**src/rtl/seq_serializer_if.sv**
```systemverilog
// Word-in / bit-out bundle of the serializer: upstream valid/ready handshake
// plus the serial stream and status flags towards the pattern detector.
interface seq_serializer_if #(
  parameter int WIDTH = 8
);
  logic [WIDTH-1:0] din;
  logic             din_valid;
  logic             din_ready;
  logic             out;
  logic             out_valid;
  logic             word_done;
  logic             busy;

  modport master (
    output din, din_valid,
    input  din_ready, out, out_valid, word_done, busy
  );

  modport slave (
    input  din, din_valid,
    output din_ready, out, out_valid, word_done, busy
  );
endinterface

```
**src/rtl/seq_serializer.sv**
```systemverilog
// Parallel-to-serial front end: buffers up to two words (shifter + holding
// register) and streams them gap-free on out, one bit per clock.
module seq_serializer #(
  parameter int WIDTH     = 8,
  parameter bit MSB_FIRST = 1'b1,
  parameter bit IDLE_BIT  = 1'b0
) (
  input logic             clk,
  input logic             rst,
  seq_serializer_if.slave bus
);
  localparam int            CW   = (WIDTH > 1) ? $clog2(WIDTH) : 1;
  localparam logic [CW-1:0] LAST = CW'(WIDTH - 1);

  typedef enum logic {IDLE = 1'b0, SHIFT = 1'b1} state_t;

  state_t           state;
  logic [WIDTH-1:0] sr;
  logic [WIDTH-1:0] hr;
  logic             hv;
  logic [CW-1:0]    cnt;
  logic             last_bit;
  logic             accept;
  logic             load_sr_din;
  logic             load_hr;

  function automatic logic [CW-1:0] bit_index(input logic [CW-1:0] c);
    return MSB_FIRST ? (LAST - c) : c;
  endfunction

  assign last_bit    = (state == SHIFT) && (cnt == LAST);
  assign accept      = bus.din_valid && !hv;
  // A word arriving on the last-bit edge with HR empty bypasses HR so the stream stays continuous.
  assign load_sr_din = accept && ((state == IDLE) || last_bit);
  assign load_hr     = accept && (state == SHIFT) && !last_bit;

  always_ff @(posedge clk or negedge rst) begin
    if (!rst) begin
      state <= IDLE;
      hv    <= 1'b0;
      cnt   <= '0;
    end else begin
      case (state)
        IDLE: begin
          if (accept) begin
            state <= SHIFT;
            cnt   <= '0;
          end
        end
        SHIFT: begin
          if (last_bit) begin
            cnt <= '0;
            if (hv) hv <= 1'b0;
            else if (!accept) state <= IDLE;
          end else begin
            cnt <= cnt + CW'(1);
            if (accept) hv <= 1'b1;
          end
        end
        default: state <= IDLE;
      endcase
    end
  end

  // Data registers carry no reset; their contents are ignored while IDLE / hv=0.
  always_ff @(posedge clk) begin
    if (last_bit && hv) sr <= hr;
    else if (load_sr_din) sr <= bus.din;
    if (load_hr) hr <= bus.din;
  end

  assign bus.din_ready = !hv;
  assign bus.out_valid = (state == SHIFT);
  assign bus.out       = (state == SHIFT) ? sr[bit_index(cnt)] : IDLE_BIT;
  assign bus.word_done = last_bit;
  assign bus.busy      = (state == SHIFT) || hv;
endmodule

```
**src/flat_wrapper.sv**
```systemverilog
// flat-port wrapper written by rule: the top's interface ports become plain ports
module seq_serializer_flat 
#(
  parameter int WIDTH     = 8,
  parameter bit MSB_FIRST = 1'b1,
  parameter bit IDLE_BIT  = 1'b0
)
  (clk, rst, bus_din, bus_din_valid, bus_din_ready, bus_out, bus_out_valid, bus_word_done, bus_busy);
  seq_serializer_if #(.WIDTH(WIDTH)) bus_i ();
  input logic clk;
  input logic rst;
  input wire logic [$bits(bus_i.din)-1:0] bus_din;
  input wire logic [$bits(bus_i.din_valid)-1:0] bus_din_valid;
  output wire logic [$bits(bus_i.din_ready)-1:0] bus_din_ready;
  output wire logic [$bits(bus_i.out)-1:0] bus_out;
  output wire logic [$bits(bus_i.out_valid)-1:0] bus_out_valid;
  output wire logic [$bits(bus_i.word_done)-1:0] bus_word_done;
  output wire logic [$bits(bus_i.busy)-1:0] bus_busy;
  assign bus_i.din = bus_din;
  assign bus_i.din_valid = bus_din_valid;
  assign bus_din_ready = bus_i.din_ready;
  assign bus_out = bus_i.out;
  assign bus_out_valid = bus_i.out_valid;
  assign bus_word_done = bus_i.word_done;
  assign bus_busy = bus_i.busy;
  seq_serializer #(.WIDTH(WIDTH), .MSB_FIRST(MSB_FIRST), .IDLE_BIT(IDLE_BIT)) u_core (.clk(clk), .rst(rst), .bus(bus_i));
endmodule
```
**config.mk**
```make
export PLATFORM = sky130hd
export DESIGN_NAME = seq_serializer_flat
export DESIGN_NICKNAME = d
export VERILOG_FILES = /design/src/rtl/seq_serializer_if.sv /design/src/rtl/seq_serializer.sv /design/src/flat_wrapper.sv
export SDC_FILE = /design/constraint.sdc
export NUM_CORES = 1
export LEC_CHECK = 0
export CORE_MARGIN = 2
export CORE_UTILIZATION = 57
export CTS_BUF_LIST = sky130_fd_sc_hd__clkbuf_8
export CTS_CLUSTER_DIAMETER = 80
export DETAILED_ROUTE_END_ITERATION = 10
export HOLD_SLACK_MARGIN = 0.1
export PLACE_DENSITY_LB_ADDON = 0.2
export SYNTH_ARGS = -nofsm -noshare
export SYNTH_HDL_FRONTEND = slang
export SYNTH_SLANG_ARGS = --single-unit
```
**constraint.sdc**
```tcl
create_clock -name clk -period 3.33 [get_ports clk]
set_input_delay 0.8325 -clock clk [delete_from_list [all_inputs] [get_ports clk]]
set_output_delay 0.8325 -clock clk [all_outputs]
set_load 0.01 [all_outputs]
```
# Yosys cells after proc, flatten, opt, wreduce, memory -nomap -nowiden

Index checks and enable logic that the tools add are counted.

Add/subtract/negate cells: 2
Magnitude comparators: 1
Eq/ne operators: 2
Muxes and demuxes: 14
Bitwise logic cells: 1
Reductions and logical operators: 13

Operators with widths:

| operator            | count |
|---|---|
| $mux 8              | 2 |
| $mux 1              | 7 |
| $logic_and 1x1->1   | 6 |
| $mux 3              | 2 |
| $pmux 3 s2          | 1 |
| $lt 3x4->1 const B  | 1 |
| $reduce_bool 2->1   | 2 |
| $add 3x1->3 const B | 1 |
| $bmux 1 s3          | 1 |
| $eq 3x3->1 const B  | 1 |
| $sub 3x3->3 const A | 1 |
| $logic_not 1->1     | 2 |
| $logic_or 1x1->1    | 2 |
| $ne 2x1->1 const B  | 1 |
| $pmux 1 s2          | 1 |
| $reduce_and 2->1    | 1 |
| $not 1->1           | 1 |

Register bits: 21
Input bits: 11
Output and inout bits: 5
Logic and storage cells: 38

# Logic depth before layout (Yosys ltp)

Gate-level depths: netlist of the first run.

Depth after elaboration: 6
Depth in mapped cells: 5
Gate-level depth less buffers: 5

# Worst setup path before layout of the first run

OpenSTA, ideal clock, no wires.

Path kind: register to output
Start: register u_core.cnt[1]
End: output port bus_out
Data arrival time: 1110 ps
Data required time: 2497 ps
Slack: 1387 ps
Stages on the path, launching flop included: 4
Buffers on the path: 0
Cells stage by stage: dfrtp_1 > mux4_1 > nor2_1 > a311oi_1

Word-level cells in the longest chain between the ends: 4

RTL lines:

| element                      | RTL line             | source |
|---|---|---|
| start, declared              | seq_serializer.sv:21 | `logic [CW-1:0] cnt;` |
| start signal, assigned       | seq_serializer.sv:56 | `cnt <= cnt + CW'(1);` |
| $sub 3x3->3                  | seq_serializer.sv:28 | `return MSB_FIRST ? (LAST - c) : c;` |
| $bmux 1 s3                   | seq_serializer.sv:74 | `assign bus.out = (state == SHIFT) ? sr[bit_index(cnt)] : IDLE_BIT;` |
| $mux 1 (not written as such) | seq_serializer.sv:74 |  |
| $mux 1                       | seq_serializer.sv:74 |  |
| end, declared                | flat_wrapper.sv:15   | `output wire logic [$bits(bus_i.out)-1:0] bus_out;` |

Every way passes these cells. The select of a mux whose other input is x is not followed.

# Worst setup path after layout of the first run

Ends and elaborated chain as after synthesis.

==> results_dict.tcl, run 1 <==
set metrics [dict create \
    ant_nets 0 \
    gp_congestion 0.840 \
    wl_um 1450 \
    cts_hold_buf 0 \
    fmax_mhz 361 \
    critPathLaunch "u_core.cnt[1]$_DFFE_PN0P_" \
    drt_pass1_iterations 4 \
    worstHoldStart "u_core.hr[4]$_DFFE_PP_" \
    clk_path_buf_depth 2 \
    cp-start-kind "register" \
    hp-class "register to register" \
    power_uw 914 \
    cp.arrival_ns 1.94 \
    worst-path-max-fanout 5 \
    chipHeight_um 44.1 \
    die_area_um2 1940 \
    grt_first_pass_wirelength_um 2470 \
    synth-seq-cells 21 \
    die_w_um 44.1 \
    initial_utilization_pct 60.8 \
    syn_area_um2 916 \
    r2r_start "u_core.cnt[1]$_DFFE_PN0P_" \
    final_common_cell "edfxtp_1" \
    cts_num_sinks 21 \
    antennaDiodeCount 0 \
    port_buffers 15 \
    top_level_ports 16 \
    clk_latency_ns 0.25 \
    worstMarginPinSlew_ns 0.788 \
    cts_tree "done" \
    vias 542 \
    htree_levels 1 \
    hpwlAfterDp_um 1090 \
    synth_sequential_area_ratio_pct 66.1 \
    final_layout_size_suffix_gt1_share_pct 18.8 \
    yosysWarnings 0 \
    finalHoldViolations 0 \
    slew_violations 0 \
    cts_setup_buffers 0 \
    drt_iter0_drc 7 \
    num_rows 14 \
    fin_tns_setup_ns 0 \
    syn_nets 75 \
    via_per_inst 5.65 \
    grt_pass1_vias 527 \
    slowest_stage "mux4_1" \
    grt_max_degree 15 \
    min_period_ns 2.77 \
    gr-total-overflow 0 \
    rrSetupSlack_ns 1.29 \
    final_cell_mix "16 x edfxtp_1, 15 x clkdlybuf4s50_1, 9 x mux2_2" \
    required_ns 2.50 \
    drv_cap 0 \
    drc 0 \
    cts_buffers 3 \
    worst_setup_path_end_kind "primary output" \
    path_cells "mux4_1 > nor2_1 > a311oi_1 > clkdlybuf4s50_1" \
    ir_worst_vdd_mv 0.553 \
    rsz0062_at_grt "no" \
    setup_violations 0 \
    core_area_um2 1510 \
    post_cts_resized 0 \
    wire_per_inst_um 15.1 \
    finalCritPeriodShare_pct 83.2 \
    maxSlewHeadroom_pct 47.5 \
    grtUsageTotal_pct 18.4 \
    clockRootBuffer "clkbuf_8" \
    slowest_delay_ns 0.58 \
    fin_nets 94 \
    grt_antenna_before_repair 0 \
    syn-instance-count 62 \
    clkTransAtPathRegs_ns 0.07 \
    powerDensity_nw_per_um2 811 \
    synthToLayoutAreaGrowth_pct 23.1 \
    fin_worst_skew_ns 0.00240 \
    syn_area_per_cell_um2 14.8 \
    status "finished, final reports clean" \
    yosysUniqueCellTypes 22 \
    leakagePower_uw 0.000432 \
    crit_type "register to primary output" \
]
==> metal layers <==
metal,vias up,GRT usage (%),routed length (um)
li1,268,-,-
met1,258,24.0,640
met2,14,29.7,742
met3,2,4.90,55
met4,0,7.27,8
met5,-,0,0
==> path summary, 6_finish.rpt <==
kind / cells past startpoint / to
worst max-delay path: 4 / bus_out
worst min-delay path: 1 / u_core.sr[4]$_DFFE_PP_
worst max register to register: 4 / u_core.sr[1]$_DFFE_PP_
worst min register to register: 1 / u_core.sr[4]$_DFFE_PP_
max in group asynchronous: 1 / u_core.cnt[1]$_DFFE_PN0P_
min in group asynchronous: 1 / u_core.bus.out_valid$_DFF_PN0_
==> flip-flops by register name, indices dropped and copies added, names as in the netlist <==
| signal | flops |
|---|---|
| u_core.hr | 8 |
| u_core.sr | 8 |
| u_core.cnt | 3 |
| u_core.bus.out_valid | 1 |
| u_core.hv | 1 |
==> logic make-up (layout without fill, tap and decap cells) <==
kind of cell,count (synthesis),in the layout,share of synthesized area (%)
AND/OR/NAND/NOR,16,16,9.16
flip-flops,21,21,66.1
multiplexers,11,11,15.0
adder cells (fa/ha/maj),2,2,2.73
buffers and inverters,4,22,1.64
AO/OA/AOI/OAI,8,8,5.33
==> layout make-up <==
class                   instances  area, um2
clock buffers                   3       41.3
clock inverters                 1       3.75
fillers                        98        379
inverters                       3       11.3
multi-input cells              37        295
flip-flops and latches         21        606
well taps                      16       20.0
repair buffers                 15        150
==> through the flow <==
stage / cell area (um2) / hold slack, ns / utilization [%] / cells / setup WS [ns]
after floorplan: 916 / 0.525 / - / 62 / 1.39
after global placement: 1080 / 0.538 / 71.8 / 92 / 0.883
after detailed placement: 1080 / 0.545 / 71.8 / 92 / 0.819
after CTS: 1130 / 0.563 / 74.8 / 96 / 0.536
after global routing: 1130 / 0.568 / 74.8 / 96 / 0.467
final: 1130 / 0.559 / 74.8 / 96 / 0.558
==> power breakdown <==
group          switching, uW  internal [uW]
Sequential              61.4            380
Clock                   79.5           82.0
Combinational            144            167
Total                    285            630
==> cells in the mapped netlist <==
library cell,n,area share [%]
and2_2,1,0.82
mux4_1,1,2.9
o21ai_0,2,1.1
and2b_1,1,0.82
nand3_1,1,0.55
ha_1,2,2.7
o22ai_1,2,1.4
o31ai_1,1,0.82
or2_2,1,0.68
nor2_1,2,0.82
and3_1,1,0.68
dfrtp_1,5,14
mux2i_1,1,1.1
a311oi_1,1,0.96
nand2_1,7,2.9
nand2b_1,1,0.68
a21oi_1,2,1.1
inv_1,3,1.2
edfxtp_1,16,52
mux2_2,9,11
clkbuf_1,1,0.41
nand2_4,1,1.2
==> worst max-delay path: cells and delay by family (launching register included) <==
family | cells | cell delay, ns
mux | 1 | 0.58
flops | 1 | 0.44
buf+inv | 1 | 0.49
simple gates | 1 | 0.12
compound gates | 1 | 0.06
(Power assumes the default switching activity.)
==> inputs of run 2 (changes only) <==
Settings changed: CORE_UTILIZATION 57 to 53.
Clock period 3.33 ns to 2.55 ns, I/O delays scaled along.
==> results_dict.tcl, run 2 (synthesis gave the netlist of run 1 again) <==
set metrics [dict create \
    synthToLayoutAreaGrowth_pct 26.4 \
    drt_pass1_iterations 4 \
    rsz0062_at_grt "no" \
    via_per_inst 5.47 \
    grtUsageTotal_pct 16.4 \
    powerDensity_nw_per_um2 1050 \
    nFillCells 124 \
    final_cell_mix "16 x edfxtp_1, 13 x clkdlybuf4s50_1, 9 x mux2_2" \
    wl_um 1430 \
    gr-total-overflow 0 \
    setup_violations 0 \
    worst_setup_path_end_kind "primary output" \
    whs_ns 0.556 \
    die_area_um2 2080 \
    internal_power_uw 849 \
    vias 547 \
    final_layout_size_suffix_gt1_share_pct 22.9 \
    netSwitchingFraction_pct 30.3 \
    finalNonFillerCells 100 \
    finalCritPeriodShare_pct 86.6 \
    core_area_um2 1670 \
    final_common_cell "edfxtp_1" \
    hp-class "register to register" \
    clk_path_buf_depth 2 \
    cts_buffers 3 \
    required_ns 1.91 \
    maxSlewHeadroom_pct 72.4 \
    top_level_ports 16 \
    hpwlAfterDp_um 1060 \
    grt_max_degree 14 \
    drt_iter0_drc 7 \
    grt_antenna_before_repair 0 \
    chipHeight_um 45.6 \
    p_comb_share_pct 37.4 \
    leakagePower_uw 0.000472 \
    cp-start-kind "register" \
    clockRootBuffer "clkbuf_8" \
    multiInputGateArea_um2 295 \
    cts_num_sinks 21 \
    wire_per_inst_um 14.3 \
    cp.arrival_ns 1.57 \
    slew_violations 0 \
    drc 0 \
    grt_pass1_vias 514 \
    grt_first_pass_wirelength_um 2280 \
    gp_congestion 0.790 \
    top_regs "u_core.hr: 8 flops, u_core.sr: 8 flops, u_core.cnt: 3 flops" \
    dpl.cell_count 95 \
    worstMarginPinSlew_ns 0.414 \
    min_period_ns 2.21 \
    drv_cap 0 \
    clkTransAtPathRegs_ns 0.07 \
    clockPowerShare_pct 17.0 \
    cts_tree "done" \
    htree_levels 1 \
    ir_worst_vdd_mv 0.515 \
    initial_utilization_pct 54.8 \
    finalHoldViolations 0 \
    fmax_mhz 453 \
    p_switching_uw 369 \
    fin_worst_skew_ns 0.00457 \
    antennaDiodeCount 0 \
    num_rows 15 \
    port_buffers 15 \
    worst-path-max-fanout 13 \
    fin_tns_setup_ns 0 \
    ant_nets 0 \
    fin_nets 97 \
    die_w_um 45.6 \
    sequentialPowerShare_pct 45.5 \
    crit_type "register to primary output" \
    clk_latency_ns 0.25 \
    seq_area_um2 607 \
    status "finished, final reports clean" \
]
[run 2: worst paths after layout]
kind | cells past startpoint | start | end | slack, ns
max | 3 | u_core.bus.out_valid$_DFF_PN0_ | bus_busy | 0.34
min reg2reg | 1 | u_core.hr[3]$_DFFE_PP_ | u_core.sr[3]$_DFFE_PP_ | 0.56
max reg2reg | 4 | u_core.cnt[1]$_DFFE_PN0P_ | u_core.hr[4]$_DFFE_PP_ | 0.69
min in group asynchronous | 1 | rst | u_core.hv$_DFFE_PN0P_ | 0.60
min | 1 | u_core.hr[3]$_DFFE_PP_ | u_core.sr[3]$_DFFE_PP_ | 0.56
max in group asynchronous | 1 | rst | u_core.cnt[1]$_DFFE_PN0P_ | 1.75
[run 2: power groups by stage]
stage / clock, uW / combinational (uW) / sequential [uW]
4_1_cts: 214 / 452 / 558
3_3_place_gp: 0 / 438 / 560
5_1_grt: 226 / 508 / 567
6_report: 208 / 456 / 555
3_5_place_dp: 0 / 451 / 566
2_1_floorplan: 0 / 284 / 554
[run 2: what timing repair did]
item                       4_1_cts  5_1_grt
resized for setup                0        3
hold buffers                     0        0
setup endpoints to repair        0        2
setup buffers                    0        1
[run 2: routing by layer]
layer	routed length, um	vias up	GRT usage [%]
met1	644	261	20.6
met2	714	13	26.2
li1	-	271	-
met5	0	-	0
met3	54	2	3.57
met4	12	0	8.82
[run 2: stage by stage]
stage / utilization [%] / setup WS, ns / instance area (um2) / total power (uW)
4_1_cts: 68.5 / 0.0170 / 1140 / 1220
6_report: 69.3 / 0.343 / 1160 / 1220
3_3_place_gp: 65.8 / 0.353 / 1100 / 999
5_1_grt: 69.3 / 0.278 / 1160 / 1300
3_5_place_dp: 65.8 / 0.302 / 1100 / 1020
2_1_floorplan: - / 0.802 / 916 / 838
[run 2: area by class of cell]
class,instances,area share (%)
Clock buffer,3,3.57
Clock inverter,1,0.324
Inverter,3,0.973
Multi-Input combinational cell,37,25.5
Sequential cell,21,52.4
Tap cell,17,1.84
Timing Repair Buffer,18,15.4
[run 2: critical path, cell delays in order, from the launching register on]
cell,delay (ns)
dfrtp_1,0.38
buf_4,0.17
or2_2,0.29
clkdlybuf4s50_1,0.47
==> inputs of run 3 (changes only) <==
Settings changed: CORE_MARGIN 2 to default, CORE_UTILIZATION 53 to 48.
Clock period 2.55 ns to 1.87 ns, I/O delays scaled along.
==> results_dict.tcl, run 3 (synthesis gave the netlist of run 1 again) <==
set metrics [dict create \
    final_cell_mix "16 x edfxtp_1, 11 x clkdlybuf4s50_1, 11 x buf_4" \
    wire_per_inst_um 15.4 \
    wl_met3_um 82 \
    finish.utilization_pct 75.4 \
    top_layer "met4" \
    final_layout_size_suffix_gt1_share_pct 39.4 \
    antennaDiodeCount 0 \
    setup_violations 1 \
    setup_ws_ns -0.0904 \
    leakagePower_uw 0.000540 \
    finalHoldViolations 0 \
    required_ns 1.40 \
    gp_congestion 0.766 \
    met2_length_um 966 \
    top_regs "u_core.hr: 8 flops, u_core.sr: 8 flops, u_core.cnt: 3 flops" \
    cpLargestDelayFamily "multiplexers" \
    clkTransAtPathRegs_ns 0.07 \
    finalCritPeriodShare_pct 105 \
    hpwlAfterDp_um 1260 \
    cp-start-kind "register" \
    drc 0 \
    drt_iter0_drc 12 \
    crit_buf_inv 1 \
    slowest_delay_ns 0.53 \
    worst-path-max-fanout 2 \
    grt_first_pass_wirelength_um 2660 \
    reg2regPathDepth 7 \
    wirelength_met1_um 756 \
    grtUsageTotal_pct 19.5 \
    top_level_ports 16 \
    violations "setup timing" \
    die_area_um2 2090 \
    grt_max_degree 14 \
    cts_num_sinks 21 \
    worstMarginPinSlew_ns 0.235 \
    clk_path_buf_depth 2 \
    num_rows 15 \
    crit_type "register to primary output" \
    cts_hold_buf 0 \
    drv_cap 0 \
    chipHeight_um 45.7 \
    dpl.cell_count 113 \
    synthToLayoutAreaGrowth_pct 45.2 \
    drt_pass1_iterations 4 \
    cp.arrival_ns 1.49 \
    fmax_mhz 510 \
    wl_um 1830 \
    rsz0062_at_grt "yes" \
    cts_tree "done" \
    grt_antenna_before_repair 0 \
    final_common_cell "edfxtp_1" \
    path_cells "mux4_2 > nor2_2 > a311oi_1 > buf_2" \
    ir_worst_vdd_mv 1.11 \
    slew_violations 0 \
    die_w_um 45.7 \
    port_buffers 15 \
    via_per_inst 5.29 \
    powerDensity_nw_per_um2 1470 \
    cts_buffers 3 \
    slowest_stage "mux4_2" \
    core_area_um2 1760 \
    nFillCells 122 \
    fin_nets 108 \
    fin_worst_skew_ns 0.00158 \
    ant_nets 0 \
    finalNonFillerCells 119 \
    maxSlewHeadroom_pct 84.3 \
    grt_pass1_vias 579 \
    initial_utilization_pct 51.9 \
    cp_num_cells 4 \
    htree_levels 1 \
    hp-class "primary input to asynchronous set/reset pin" \
    gr-total-overflow 0 \
    vias 629 \
    clk_latency_ns 0.26 \
    worst_setup_path_end_kind "primary output" \
    clockRootBuffer "clkbuf_8" \
    min_period_ns 1.96 \
    status "finished with violations" \
]
run 3: cell count changes in the layout (fill, tap and decap cells not counted), sizes merged:
| cell | before | now |
|---|---|---|
| clkdlybuf4s50 | 13 | 11 |
| buf | 3 | 16 |
| clkinvlp | 0 | 1 |
| inv | 4 | 3 |
| dlymetal6s2s | 2 | 0 |
| dlygate4sd2 | 0 | 2 |
run 3: layer usage:
metal,vias up,global-route usage (%)
met4,0,5.45
met5,-,0
met2,17,31.7
li1,295,-
met1,315,23.6
met3,2,8.33
run 3: layout make-up:
cell class	instances	area [um2]	area share, %
Clock inverter	1	7.51	0.564
Clock buffer	3	41.3	3.10
Timing Repair Buffer	29	269	20.2
Inverter	3	11.3	0.847
Multi-Input combinational cell	37	364	27.4
Sequential cell	21	606	45.5
Tap cell	25	31.3	2.35
run 3: final timing paths:
path	startpoint	end	slack (ns)
worst max-delay path	u_core.cnt[1]$_DFFE_PN0P_	bus_out	-0.09
worst min-delay path	rst	u_core.cnt[0]$_DFFE_PN0P_	0.43
worst max register to register	u_core.cnt[1]$_DFFE_PN0P_	u_core.hr[7]$_DFFE_PP_	0.07
worst min register to register	u_core.hr[0]$_DFFE_PP_	u_core.sr[0]$_DFFE_PP_	0.56
max in group asynchronous	rst	u_core.bus.out_valid$_DFF_PN0_	1.25
min in group clk	u_core.hr[0]$_DFFE_PP_	u_core.sr[0]$_DFFE_PP_	0.56
run 3: what timing repair did:
action,in CTS,in global routing
buffers inserted,2,0
setup endpoints to repair,4,18
gates resized for setup,15,15
pin swaps,2,3
run 3: through the flow:
step | setup slack (ns) | power (uW) | hold slack, ns | cell area [um2] | TNS, ns
global route | -0.144 | 2060 | 0.443 | 1330 | -0.154
detailed placement | -0.235 | 1530 | 0.541 | 1200 | -0.284
finish | -0.0904 | 1950 | 0.428 | 1330 | -0.0904
global placement | -0.138 | 1480 | 0.535 | 1200 | -0.171
CTS | -0.0968 | 1860 | 0.430 | 1260 | -0.297
floorplan | 0.125 | 1140 | 0.172 | 916 | 0
run 3: where the power goes:
part	internal (uW)	total [uW]	leakage [uW]	switching (uW)
clock network	150	295	0.0000217	145
registers	677	753	0.000202	76.1
logic	489	901	0.000317	412
total	1320	1950	0.000540	633
